**config.mk**
```make
export PLATFORM = sky130hd
export DESIGN_NAME = icache_refill_ctrl
export DESIGN_NICKNAME = d
export VERILOG_FILES = /design/src/rtl/icache_pkg.sv /design/src/rtl/icache_victim_sel.sv /design/src/rtl/icache_refill_ctrl.sv
export SDC_FILE = /design/constraint.sdc
export NUM_CORES = 1
export LEC_CHECK = 0
export BUFFER_PORTS_ARGS = -buffer_cell sky130_fd_sc_hd__buf_2
export CORE_MARGIN = 5
export CORE_UTILIZATION = 42
export CTS_CLUSTER_DIAMETER = 150
export CTS_CLUSTER_SIZE = 16
export DETAILED_ROUTE_END_ITERATION = 10
export GPL_TIMING_DRIVEN = 0
export PLACE_DENSITY = 0.72
export SLEW_MARGIN = 40
export SYNTH_ARGS = -nofsm -noshare
export SYNTH_HDL_FRONTEND = slang
export SYNTH_SLANG_ARGS = --single-unit
```
**constraint.sdc**
```tcl
create_clock -name clk -period 12.9 [get_ports clk]
set_clock_uncertainty 0.1 [all_clocks]
set_input_delay 2.58 -clock clk [delete_from_list [all_inputs] [get_ports clk]]
set_output_delay 2.58 -clock clk [all_outputs]
set_load 0.03 [all_outputs]
```
**src/rtl/icache_pkg.sv**
```systemverilog
// icache_pkg: shared sizes, status-byte bit positions and refill FSM states.
// Status byte layout: way w owns bit 2w (valid) and bit 2w+1 (use).
package icache_pkg;
  localparam int TAG_BITS        = 8;
  localparam int OFFSET_BITS     = 4;
  localparam int WORD_DATA_WIDTH = 20;
  localparam int WORDS_PER_BLOCK = 16;
  localparam int NUM_WAYS        = 4;
  localparam int WAY_BITS        = 2;
  localparam int STATUS_BITS     = 2 * NUM_WAYS;
  localparam int BLOCK_BITS      = WORD_DATA_WIDTH * WORDS_PER_BLOCK;

  typedef enum logic [2:0] {S_IDLE, S_REQ, S_FILL, S_WRITE, S_RESP} state_e;

  function automatic int valid_bit(input int w);
    return 2 * w;
  endfunction

  function automatic int use_bit(input int w);
    return 2 * w + 1;
  endfunction
endpackage

```
**src/rtl/icache_victim_sel.sv**
```systemverilog
// icache_victim_sel: picks the refill victim way and the status byte written back with it.
// Ports: status_i (current set status) -> way_o (victim), status_o (status after fill).
// Victim is the lowest invalid way, else the lowest way with use=0, else way 0.
module icache_victim_sel
  import icache_pkg::*;
(
  input  logic [STATUS_BITS-1:0] status_i,
  output logic [WAY_BITS-1:0]    way_o,
  output logic [STATUS_BITS-1:0] status_o
);
  logic found;
  logic all_use;
  always_comb begin
    way_o = '0;
    found = 1'b0;
    for (int w = 0; w < NUM_WAYS; w++)
      if (!found && !status_i[valid_bit(w)]) begin
        way_o = WAY_BITS'(w);
        found = 1'b1;
      end
    for (int w = 0; w < NUM_WAYS; w++)
      if (!found && !status_i[use_bit(w)]) begin
        way_o = WAY_BITS'(w);
        found = 1'b1;
      end
    status_o = status_i;
    for (int w = 0; w < NUM_WAYS; w++)
      if (way_o == WAY_BITS'(w)) begin
        status_o[valid_bit(w)] = 1'b1;
        status_o[use_bit(w)]   = 1'b1;
      end
    all_use = 1'b1;
    for (int w = 0; w < NUM_WAYS; w++) all_use = all_use & status_o[use_bit(w)];
    // Once every way is marked used, only the freshly filled way keeps its use bit.
    for (int w = 0; w < NUM_WAYS; w++)
      if (all_use && way_o != WAY_BITS'(w)) status_o[use_bit(w)] = 1'b0;
  end
endmodule

```
**src/rtl/icache_refill_ctrl.sv**
```systemverilog
// icache_refill_ctrl: registers cache hits to the decoder and runs the block refill on a miss.
// Ports: lookup result (i_valid/i_cache_hit/i_word_data/i_addr/i_status_data), decoder
// handshake (o_word_valid/o_word_data/i_ready), pipeline stall o_halt, memory request
// (o_mem_req_*/i_mem_req_ready), response beats (i_mem_rsp_*), array write port (o_fill_*).
module icache_refill_ctrl
  import icache_pkg::*;
#(
  parameter int INDEX_BITS = 4,
  parameter int ADDR_WIDTH = TAG_BITS + INDEX_BITS + OFFSET_BITS
) (
  input  logic                       clk,
  input  logic                       arst_n,
  input  logic                       i_valid,
  input  logic                       i_cache_hit,
  input  logic [WORD_DATA_WIDTH-1:0] i_word_data,
  input  logic [ADDR_WIDTH-1:0]      i_addr,
  input  logic [STATUS_BITS-1:0]     i_status_data,
  input  logic                       i_ready,
  output logic                       o_halt,
  output logic                       o_word_valid,
  output logic [WORD_DATA_WIDTH-1:0] o_word_data,
  output logic                       o_mem_req_valid,
  output logic [ADDR_WIDTH-1:0]      o_mem_req_addr,
  input  logic                       i_mem_req_ready,
  input  logic                       i_mem_rsp_valid,
  input  logic [WORD_DATA_WIDTH-1:0] i_mem_rsp_data,
  output logic                       o_fill_we,
  output logic [INDEX_BITS-1:0]      o_fill_index,
  output logic [WAY_BITS-1:0]        o_fill_way,
  output logic [TAG_BITS-1:0]        o_fill_tag,
  output logic [BLOCK_BITS-1:0]      o_fill_data,
  output logic [STATUS_BITS-1:0]     o_fill_status
);
  state_e                     state_q, state_d;
  logic [ADDR_WIDTH-1:0]      addr_q, addr_d;
  logic [WAY_BITS-1:0]        way_q, way_d;
  logic [STATUS_BITS-1:0]     nstat_q, nstat_d;
  logic [OFFSET_BITS-1:0]     cnt_q, cnt_d;
  logic [BLOCK_BITS-1:0]      blk_q, blk_d;
  logic                       wv_q, wv_d;
  logic [WORD_DATA_WIDTH-1:0] wd_q, wd_d;
  logic                       req_q, req_d;
  logic                       we_q, we_d;
  logic [WAY_BITS-1:0]        vic_way;
  logic [STATUS_BITS-1:0]     vic_status;
  logic                       can_take;

  icache_victim_sel u_victim (
    .status_i (i_status_data),
    .way_o    (vic_way),
    .status_o (vic_status)
  );

  // A new lookup (hit or miss) is only taken once the output register is free this cycle,
  // so a pending hit word is never overwritten by a later refill response.
  assign can_take = ~wv_q | i_ready;

  always_comb begin
    state_d = state_q;
    addr_d  = addr_q;
    way_d   = way_q;
    nstat_d = nstat_q;
    cnt_d   = cnt_q;
    blk_d   = blk_q;
    wv_d    = wv_q & ~i_ready;
    wd_d    = wd_q;
    case (state_q)
      S_IDLE:
        if (i_valid && can_take) begin
          if (i_cache_hit) begin
            wv_d = 1'b1;
            wd_d = i_word_data;
          end else begin
            state_d = S_REQ;
            addr_d  = i_addr;
            way_d   = vic_way;
            nstat_d = vic_status;
          end
        end
      S_REQ:
        if (i_mem_req_ready) begin
          state_d = S_FILL;
          cnt_d   = '0;
        end
      S_FILL:
        if (i_mem_rsp_valid) begin
          blk_d[WORD_DATA_WIDTH*int'(cnt_q) +: WORD_DATA_WIDTH] = i_mem_rsp_data;
          cnt_d = cnt_q + 1'b1;
          state_d = (cnt_q == OFFSET_BITS'(WORDS_PER_BLOCK - 1)) ? S_WRITE : S_FILL;
        end
      S_WRITE: begin
        state_d = S_RESP;
        wv_d    = 1'b1;
        wd_d    = blk_q[WORD_DATA_WIDTH*int'(addr_q[OFFSET_BITS-1:0]) +: WORD_DATA_WIDTH];
      end
      S_RESP:
        state_d = i_ready ? S_IDLE : S_RESP;
      default: state_d = S_IDLE;
    endcase
  end

  assign req_d = (state_d == S_REQ);
  assign we_d  = (state_d == S_WRITE);

  always_ff @(posedge clk or negedge arst_n) begin
    if (!arst_n) begin
      state_q <= S_IDLE;
      addr_q  <= '0;
      way_q   <= '0;
      nstat_q <= '0;
      cnt_q   <= '0;
      blk_q   <= '0;
      wv_q    <= 1'b0;
      wd_q    <= '0;
      req_q   <= 1'b0;
      we_q    <= 1'b0;
    end else begin
      state_q <= state_d;
      addr_q  <= addr_d;
      way_q   <= way_d;
      nstat_q <= nstat_d;
      cnt_q   <= cnt_d;
      blk_q   <= blk_d;
      wv_q    <= wv_d;
      wd_q    <= wd_d;
      req_q   <= req_d;
      we_q    <= we_d;
    end
  end

  // Reset masks the stall so the lookup pipeline sees no halt while the controller is held.
  assign o_halt = arst_n & (((state_q != S_IDLE) & ~((state_q == S_RESP) & i_ready)) |
                            ((state_q == S_IDLE) & i_valid & ~i_cache_hit) |
                            (wv_q & ~i_ready));

  assign o_word_valid    = wv_q;
  assign o_word_data     = wd_q;
  assign o_mem_req_valid = req_q;
  assign o_mem_req_addr  = {addr_q[ADDR_WIDTH-1:OFFSET_BITS], {OFFSET_BITS{1'b0}}};
  assign o_fill_we       = we_q;
  assign o_fill_index    = addr_q[OFFSET_BITS +: INDEX_BITS];
  assign o_fill_tag      = addr_q[ADDR_WIDTH-1 -: TAG_BITS];
  assign o_fill_way      = way_q;
  assign o_fill_data     = blk_q;
  assign o_fill_status   = nstat_q;
endmodule
```
**Word level (Yosys, flattened, before mapping)**

Cells that the tools add are included.

- Bits in registers: 376
- Bits in latches: 0
- Memory bits (writable): 0
- Memory bits (read-only): 0
- Input bits: 71
- Output and inout port bits: 382
- Logic and storage cells: 124
- Memories: 0

- $add $sub $neg: 2
- Multiply operators: 2
- Div/mod/pow operators: 0
- Order comparisons: 0
- Eq/ne operators: 17
- Shift-type cells: 3
- Muxes and demuxes: 39
- Bitwise logic cells: 16
- Reduce and logical (&&, ||, !) cells: 35

Operators with widths:

| cell | number |
|---|---|
| $bwmux W320 | 1 |
| $shift A20 B33 Y320 const A | 1 |
| $shiftx A20 B33 Y320 | 1 |
| $shiftx A320 B10 Y20 | 1 |
| $mux W20 | 2 |
| $pmux W20 S2 | 1 |
| $neg A9 Y33 | 1 |
| $mux W2 | 10 |
| $mux W1 | 15 |
| $mux W3 | 5 |
| $pmux W3 S5 | 1 |
| $mul A3 B4 Y7 const A | 2 |
| $logic_not A1 Y1 | 13 |
| $logic_and A1 B1 Y1 | 12 |
| $ne A2 B2 Y1 const B | 6 |
| $and A1 B1 Y1 | 9 |
| $eq A3 B2 Y1 const B | 3 |
| $reduce_and A3 Y1 | 3 |
| $mux W4 | 2 |
| $pmux W4 S2 | 1 |
| $eq A3 B1 Y1 const B | 2 |
| $reduce_bool A2 Y1 | 3 |
| $add A4 B1 Y4 const B | 1 |
| $eq A2 B2 Y1 const B | 2 |
| other kinds (11) | 16 |

**Longest topological paths before layout**

Gate-level depths: netlist of run 1.

- Depth in word-level cells: 28
- Mapped depth: 13

**Hierarchy**

From an unflattened synthesis of run 1, not the netlist that was laid out.

- Cells, all modules: 1625
- Area, all modules: 20206.9 µm²

By module, submodules not included:

| module | times used | cells each | area each (µm²) |
|---|---|---|---|
| icache_refill_ctrl | 1 | 1576 | 19875.3 |
| icache_victim_sel | 1 | 49 | 331.6 |

**Least setup slack after synthesis of run 1**

No wires, ideal clock.

- Path type: input to output
- From: in i_cache_hit
- To: out o_halt
- Arrival time: 3423 ps
- Required time: 10220 ps
- Setup slack: 6797 ps
- Stages on the path: 3
- Cells stage by stage: or3b_2 -> o21ai_0 -> o31a_1

- Word-level cells in the longest chain between the ends: 5

Ends and longest elaborated chain:

| item | line | RTL |
|---|---|---|
| start: declaration | icache_refill_ctrl.sv:14 | `input logic i_cache_hit,` |
| $not A1 Y1 (no line) | -- |  |
| $and A1 B1 Y1 | icache_refill_ctrl.sv:133 | `((state_q == S_IDLE) & i_valid & ~i_cache_hit) \|` |
| $or A1 B1 Y1 | icache_refill_ctrl.sv:132 | `assign o_halt = arst_n & (((state_q != S_IDLE) & ~((state_q == S_RESP) & i_ready)) \|` |
| $or A1 B1 Y1 | icache_refill_ctrl.sv:133 |  |
| $and A1 B1 Y1 | icache_refill_ctrl.sv:132 |  |
| end: declaration | icache_refill_ctrl.sv:19 | `output logic o_halt,` |

No other way between the ends.

**Worst setup path after layout of run 1**

- From: in arst_n
- To: out o_halt

- Word-level cells in the longest chain between the ends: 1

Ends and longest elaborated chain:

| item | line | RTL |
|---|---|---|
| start: declaration | icache_refill_ctrl.sv:12 | `input logic arst_n,` |
| $and A1 B1 Y1 | icache_refill_ctrl.sv:132 |  |

No other way between the ends.

==> flow_summary.yaml, run 1 <==
status:
  outcome: "finished, final reports clean"
timing:
  report.final.setup_viol: 0
  min_period_over_period_pct: 50.0
  max_freq_mhz: 155
  hold_viol_final: 0
  maxSlewViolCount: 0
  finalSetupTns_ps: 0
  period_minus_slack_ps: 6460
  slew_headroom_pct: 37.4
  worst_slew_pin_slew_ps: 913
  rsz0062_at_grt: "no"
pwr:
  pwr-share-clk_pct: 10.9
  switchingPower_w: 0.00424
  combPwrFrac_pct: 66.7
  p_sw_share_pct: 58.6
  total_power_w: 0.00725
  p_int_w: 0.00300
  p_leak_nw: 12.2
  peakVddDrop_mv: 0.158
  power_density_nw_per_um2: 298
  pwr-share-seq_pct: 22.4
synthesis:
  postSynthAreaPerCell_um2: 12.2
  yosys_warnings: 0
  netlist.area_leader.share_pct: 46.5
  synthFlopType: "dfrtp_1"
  synth_edf_count: 0
  async_flop_share_pct: 100
  synth_cells: 1651
  synth_area_leaders: "dfrtp_1, mux2_2, mux4_2"
  ys_seq_area_share_pct: 46.5
  yosysTopAreaCell: "dfrtp_1"
  ys_ff_latch: 376
  ys_types: 85
  syn_area_um2: 20200
floorplanning:
  fp.dieH_um: 229
  rows: 80
  design.core.area_um2: 47600
  pin_count: 453
  die_w_um: 229
  die-area_um2: 52600
  initial_core_util_pct: 42.4
worst_setup_path:
  worstPathArrival_ps: 3780
  regToRegSetupSlack_ps: 7320
  cp-end-kind: "primary output"
  crit_chain: "buf_8 > buf_16 > o31a_1 > buf_2"
  cp_slowest_cell: "buf_16"
  path_max_fanout: 77
  reg2reg_depth: 13
  crit-reg2reg-capture: "o_fill_data[30]"
  worstSetupStartpoint: "arst_n"
  cp_data_required_time_ps: 10220
  cp_slowest_stage_delay_ps: 340
  rr_startpoint: "cnt_q[0]"
  worst-setup-path-type: "input port to primary output"
  start_kind: "input port"
clock_tree:
  clock_latency_ps: 580
  cts_sinks: 376
  cts_tree: "built"
  cts_hold_buf: 0
  clk_path_buf_depth: 3
  numCtsBuffers: 27
  clkTransAtPathRegs_ps: 70
  cts_resized: 0
  cts.htree.levels: 1
  post_cts_buffers: 0
  cts_root_buf: "clkbuf_16"
global_routing:
  grt.busiest_layer: "met2"
  grt_use_total_pct: 36.3
  overflow: 0
  grt_use_met1_pct: 47.2
  use_met2_pct: 55.5
  grt_max_degree: 78
  grt_pass1_wl_um: 138000
  use_met3_pct: 11.7
  antenna_found_initial: 6
  grt_pass1_vias: 18000
detailed_routing:
  drc: 0
  wire_per_inst_um: 35.9
  routed_wl_um: 99200
  antenna_left: 0
  vias: 18100
  drt_iter0_drc: 2345
  first_pass_iters: 6
  vias_per_cell: 6.57
layout:
  final_cell_count_no_fill: 2761
  fin_nets: 2223
  area_delta_synth_final_pct: 20.3
  final_common_cell: "buf_2"
  drive_gt1_share_pct: 48.6
  n_fill_cell: 4262
  mostFrequentLayoutCells: "buf_2, dfrtp_1, mux2_2, nand2_1, mux4_2"
placed_design:
  dp_hpwl_um: 79900
  gp_routability_congestion: 1.03
  place_inst: 2728
  io_buffers: 447
flow_run:
  drv_cap: 0
hold_path:
  holdCritPathClass: "flip-flop to flip-flop"
  min-delay-start: "o_fill_status[6]"
  whs_endpoint: "o_fill_status[6]"
  hold_depth: 2
cell usage after synthesis (3+ instances only):
master,number
a21o_1,6
a21oi_1,60
a22oi_1,3
a31oi_1,7
a32o_1,3
a32oi_1,3
a32oi_2,5
and2_1,10
and3_1,5
buf_1,11
buf_2,31
buf_4,28
clkbuf_1,51
dfrtp_1,376
ha_1,7
inv_1,8
mux2_2,319
mux2i_1,38
mux4_2,100
nand2_1,162
nand2b_1,9
nand3_1,47
nand3b_1,4
nand4_1,9
nor2_1,99
nor2b_1,6
nor3_1,15
nor3b_1,3
nor3b_2,7
o211ai_1,4
o21a_1,6
o21ai_0,40
o21ai_1,4
o22a_1,5
o22ai_1,70
o2bb2ai_1,12
o31ai_1,3
or2_2,8
or3_1,4
or4_1,3
xnor2_1,5
xor2_1,3
flip-flops by register name (all words and copies together) (netlist names), 2 cells and up:
signal / flops
o_word_data: 20
o_fill_way: 2
cnt_q: 4
addr_q: 16
o_fill_data: 320
state_q: 3
o_fill_status: 8
metal layers:
metal  routed length [um]  vias to the layer above
met5                    7                        -
met4                 6280                        2
met3                11300                      297
met2                43900                     1293
met1                37800                     9397
li1                     -                     7138
power groups by stage:
stage	sequential, W	clock (W)	combinational [W]
2_1_floorplan	0.00195	0	0.00217
3_3_place_gp	0.00163	0	0.00439
3_5_place_dp	0.00164	0	0.00461
4_1_cts	0.00162	0.000792	0.00462
5_1_grt	0.00164	0.000832	0.00489
6_report	0.00163	0.000790	0.00483
critical path, delay by kind of cell:
family,cells,cell delay (ps)
buf+inv,3,820
compound gates,1,220
cell type report:
| cell class | count | area, um2 | share of cell area [%] |
|---|---|---|---|
| multi-input cells | 1147 | 10300 | 42.5 |
| flip-flops and latches | 376 | 9410 | 38.7 |
| repair buffers | 461 | 2470 | 10.2 |
| well taps | 615 | 769 | 3.16 |
| clock buffers | 28 | 679 | 2.79 |
| plain buffers | 122 | 618 | 2.54 |
| inverters | 9 | 33.8 | 0.139 |
| clock inverters | 1 | 8.76 | 0.0360 |
| diodes | 2 | 5.00 | 0.0206 |
through the flow:
step,instance area (um2),util [%],hold slack (ps),setup WS [ps]
after floorplan,20200,-,370,6800
after global placement,23200,48.8,348,707
after detailed placement,23600,49.5,352,6470
after CTS,24300,50.9,367,6470
after global routing,24300,51.0,389,6360
final,24300,51.0,368,6440
worst max-delay path by stage:
| stage | cells past startpoint | to | slack [ps] |
|---|---|---|---|
| finish | 4 | o_halt | 6440 |
| global route | 4 | o_halt | 6360 |
| CTS | 4 | o_halt | 6470 |
| detailed placement | 4 | o_halt | 6470 |
| global placement | 3 | o_halt | 710 |
| floorplan | 3 | o_halt | 6800 |
kinds of logic after synthesis:
family,after synthesis,share of synthesized area (%)
multiplexers,458,30.9
XOR/XNOR,8,0.347
other,1,0.0186
adder cells (fa/ha/maj),8,0.532
flip-flops,376,46.5
AO/OA/AOI/OAI,261,8.80
buffers and inverters,131,3.18
AND/OR/NAND/NOR,408,9.72
Power figures use the tool's default switching activity.
==> run 2: changes to the inputs <==
- ABC_AREA: not set -> 1
- clock period: 12.9 -> 6.8 ns (I/O delays scaled with it)
==> flow_summary.yaml, run 2 <==
synthesis:
  async_flop_share_pct: 100
  synth_area_leaders: "dfrtp_1, nand2_1, o21ai_0"
  synth_edf_count: 0
  synthFlopType: "dfrtp_1"
  synth_fa_ha_area_share_pct: 0.508
  yosys_warnings: 0
  ys_seq_area_share_pct: 44.4
  ys_types: 44
  yosysMostFrequentCell: "nand2_1"
  synth_compound_area_share_pct: 17.8
  synth_simple_gate_area_share_pct: 28.1
  postSynthAreaPerCell_um2: 7.13
  synth_top_family_by_area: "simple AND/OR/NAND/NOR gates"
  syn_area_um2: 21200
  synth_xor_area_share_pct: 0.0768
  netlist.area_leader.share_pct: 44.4
  muxShareOfSynthArea_pct: 0.189
  yosysTopAreaCell: "dfrtp_1"
  synth_cells: 2971
  ys_ff_latch: 376
  synth_common_cells: "nand2_1, o21ai_0, dfrtp_1, nor2_1, inv_1"
detailed_routing:
  vias: 25000
  drc: 0
  wire_per_inst_um: 31.2
  antenna_left: 0
  drt_iter0_drc: 3976
  routed_wl_um: 129000
  vias_per_cell: 6.05
  first_pass_iters: 6
worst_setup_path:
  rr_startpoint: "cnt_q[3]"
  regToRegSetupSlack_ps: 2130
  crit-reg2reg-capture: "o_fill_data[318]"
  path_max_fanout: 10
  worst-setup-path-type: "flip-flop to flip-flop"
  worstPathArrival_ps: 5100
  reg2reg_depth: 16
  start_kind: "flip-flop"
  cp_data_required_time_ps: 7230
  cp-end-kind: "flip-flop"
clock_tree:
  cts_tree: "built"
  clock_latency_ps: 640
  clk_path_buf_depth: 3
  cts_resized: 0
  cts_sinks: 376
  cts.htree.levels: 1
  cts_hold_buf: 0
  post_cts_buffers: 0
  clkTransAtPathRegs_ps: 70
  cts_root_buf: "clkbuf_16"
  numCtsBuffers: 27
layout:
  drive_gt1_share_pct: 17.4
  area_delta_synth_final_pct: 18.9
  largest_register_ff_count: 320
  final_common_cell: "nand2_1"
  mostFrequentLayoutCells: "nand2_1, buf_2, o21ai_0, dfrtp_1, nor2_1"
  n_fill_cell: 5246
  fin_nets: 3537
  seq_area_um2: 9410
  final_cell_count_no_fill: 4132
  multiInputGateArea_um2: 9930
placed_design:
  dp_hpwl_um: 103000
  gp_routability_congestion: 1.08
  io_buffers: 448
  dp_slack_ps: 2270
  place_inst: 4099
timing:
  period_minus_slack_ps: 4670
  slew_headroom_pct: 30.9
  min_period_over_period_pct: 68.6
  rsz0062_at_grt: "no"
  worst_slew_pin_slew_ps: 1040
  maxSlewViolCount: 0
  setup_slack_ps: 2130
  hold_viol_final: 0
  report.final.setup_viol: 0
  holdWs_ps: 378
  max_freq_mhz: 214
global_routing:
  antenna_found_initial: 5
  grt_pass1_vias: 22600
  grt_max_degree: 77
  grt_use_total_pct: 44.3
  grt_pass1_wl_um: 176000
  overflow: 0
pwr:
  total_power_w: 0.0165
  p_sw_share_pct: 65.3
  switchingPower_w: 0.0108
  p_leak_nw: 13.0
  pwr-share-seq_pct: 21.0
  power_density_nw_per_um2: 656
  combPwrFrac_pct: 69.6
  p_int_w: 0.00574
  peakVddDrop_mv: 0.474
  pwr-share-clk_pct: 9.4
hold_path:
  hold_depth: 2
  whs_endpoint: "o_word_data[18]"
  min-delay-start: "o_word_data[18]"
  holdCritPathClass: "flip-flop to flip-flop"
floorplanning:
  fp.dieH_um: 235
  die-area_um2: 55000
  pin_count: 453
  initial_core_util_pct: 42.3
  design.core.area_um2: 50100
  rows: 82
  die_w_um: 235
status:
  outcome: "finished, final reports clean"
flow_run:
  drv_cap: 0
[run 2: cell types whose count changed after synthesis, sizes merged, moves of 34 or more]
cell | previous run | this run
nor2 | 100 | 293
inv | 8 | 272
mux2i | 38 | 4
o22ai | 70 | 13
nand2 | 162 | 845
o211ai | 5 | 53
o21ai | 46 | 479
clkbuf | 51 | 114
nand3 | 48 | 201
nand4 | 10 | 67
mux4 | 100 | 0
mux2 | 320 | 0
[run 2: worst max path at each step]
stage / startpoint / to / cells past startpoint
detailed placement: cnt_q[3] / o_fill_data[318] / 16
CTS: cnt_q[3] / o_fill_data[318] / 16
finish: cnt_q[3] / o_fill_data[318] / 16
global placement: arst_n / o_fill_data[145] / 1
floorplan: i_ready / o_halt / 3
global route: cnt_q[3] / o_fill_data[30] / 16
[run 2: cell families (layout without fill, tap and decap cells)]
family	after synthesis	after routing
multiplexers	4	4
AO/OA/AOI/OAI	679	679
buffers and inverters	464	948
XOR/XNOR	1	1
other	1	6
AND/OR/NAND/NOR	1438	1438
flip-flops	376	376
adder cells (fa/ha/maj)	8	8
[run 2: worst max-delay path, stage by stage, from the launching register on]
cell and delay [ps]:
dfrtp_1 460, ha_1 310, ha_1 230, fa_1 590
inv_1 50, nand4_1 90, nor2_1 60, ha_1 290
clkbuf_1 260, inv_1 280, nand3_1 340, nor2_1 270
buf_2 470, nand4_1 380, inv_1 260, nand2_1 70
o21ai_0 80
[run 2: through the flow]
step	util, %	cell area, um2	TNS (ps)
floorplan	-	21200	0
global placement	48.5	24300	-1226060
detailed placement	48.9	24500	0
CTS	50.3	25200	0
global route	50.3	25200	0
finish	50.3	25200	0
[run 2: power groups by stage]
stage	Combinational (W)	Clock (W)	Sequential (W)
finish	0.0115	0.00156	0.00347
floorplan	0.00493	0	0.00422
detailed placement	0.0109	0	0.00346
CTS	0.0109	0.00155	0.00342
global route	0.0117	0.00162	0.00350
global placement	0.0109	0	0.00346
[run 2: final cells by class]
| cell class | count | share of cell area (%) |
|---|---|---|
| antenna | 2 | 0.0199 |
| inverter | 280 | 4.17 |
| tap | 672 | 3.34 |
| clock inverter | 2 | 0.0695 |
| clock buffer | 27 | 2.68 |
| multi-input combinational | 2134 | 39.4 |
| timing repair buffer | 455 | 9.57 |
| buffer | 184 | 3.38 |
| sequential | 376 | 37.3 |
[run 2: routing by layer]
metal | global-route usage (%) | up-vias | routed length, um
li1 | - | 10700 | -
met1 | 58.1 | 11800 | 48100
met2 | 66.3 | 1925 | 54900
met3 | 11.4 | 475 | 15100
met4 | 26.7 | 6 | 10600
met5 | 0 | - | 165
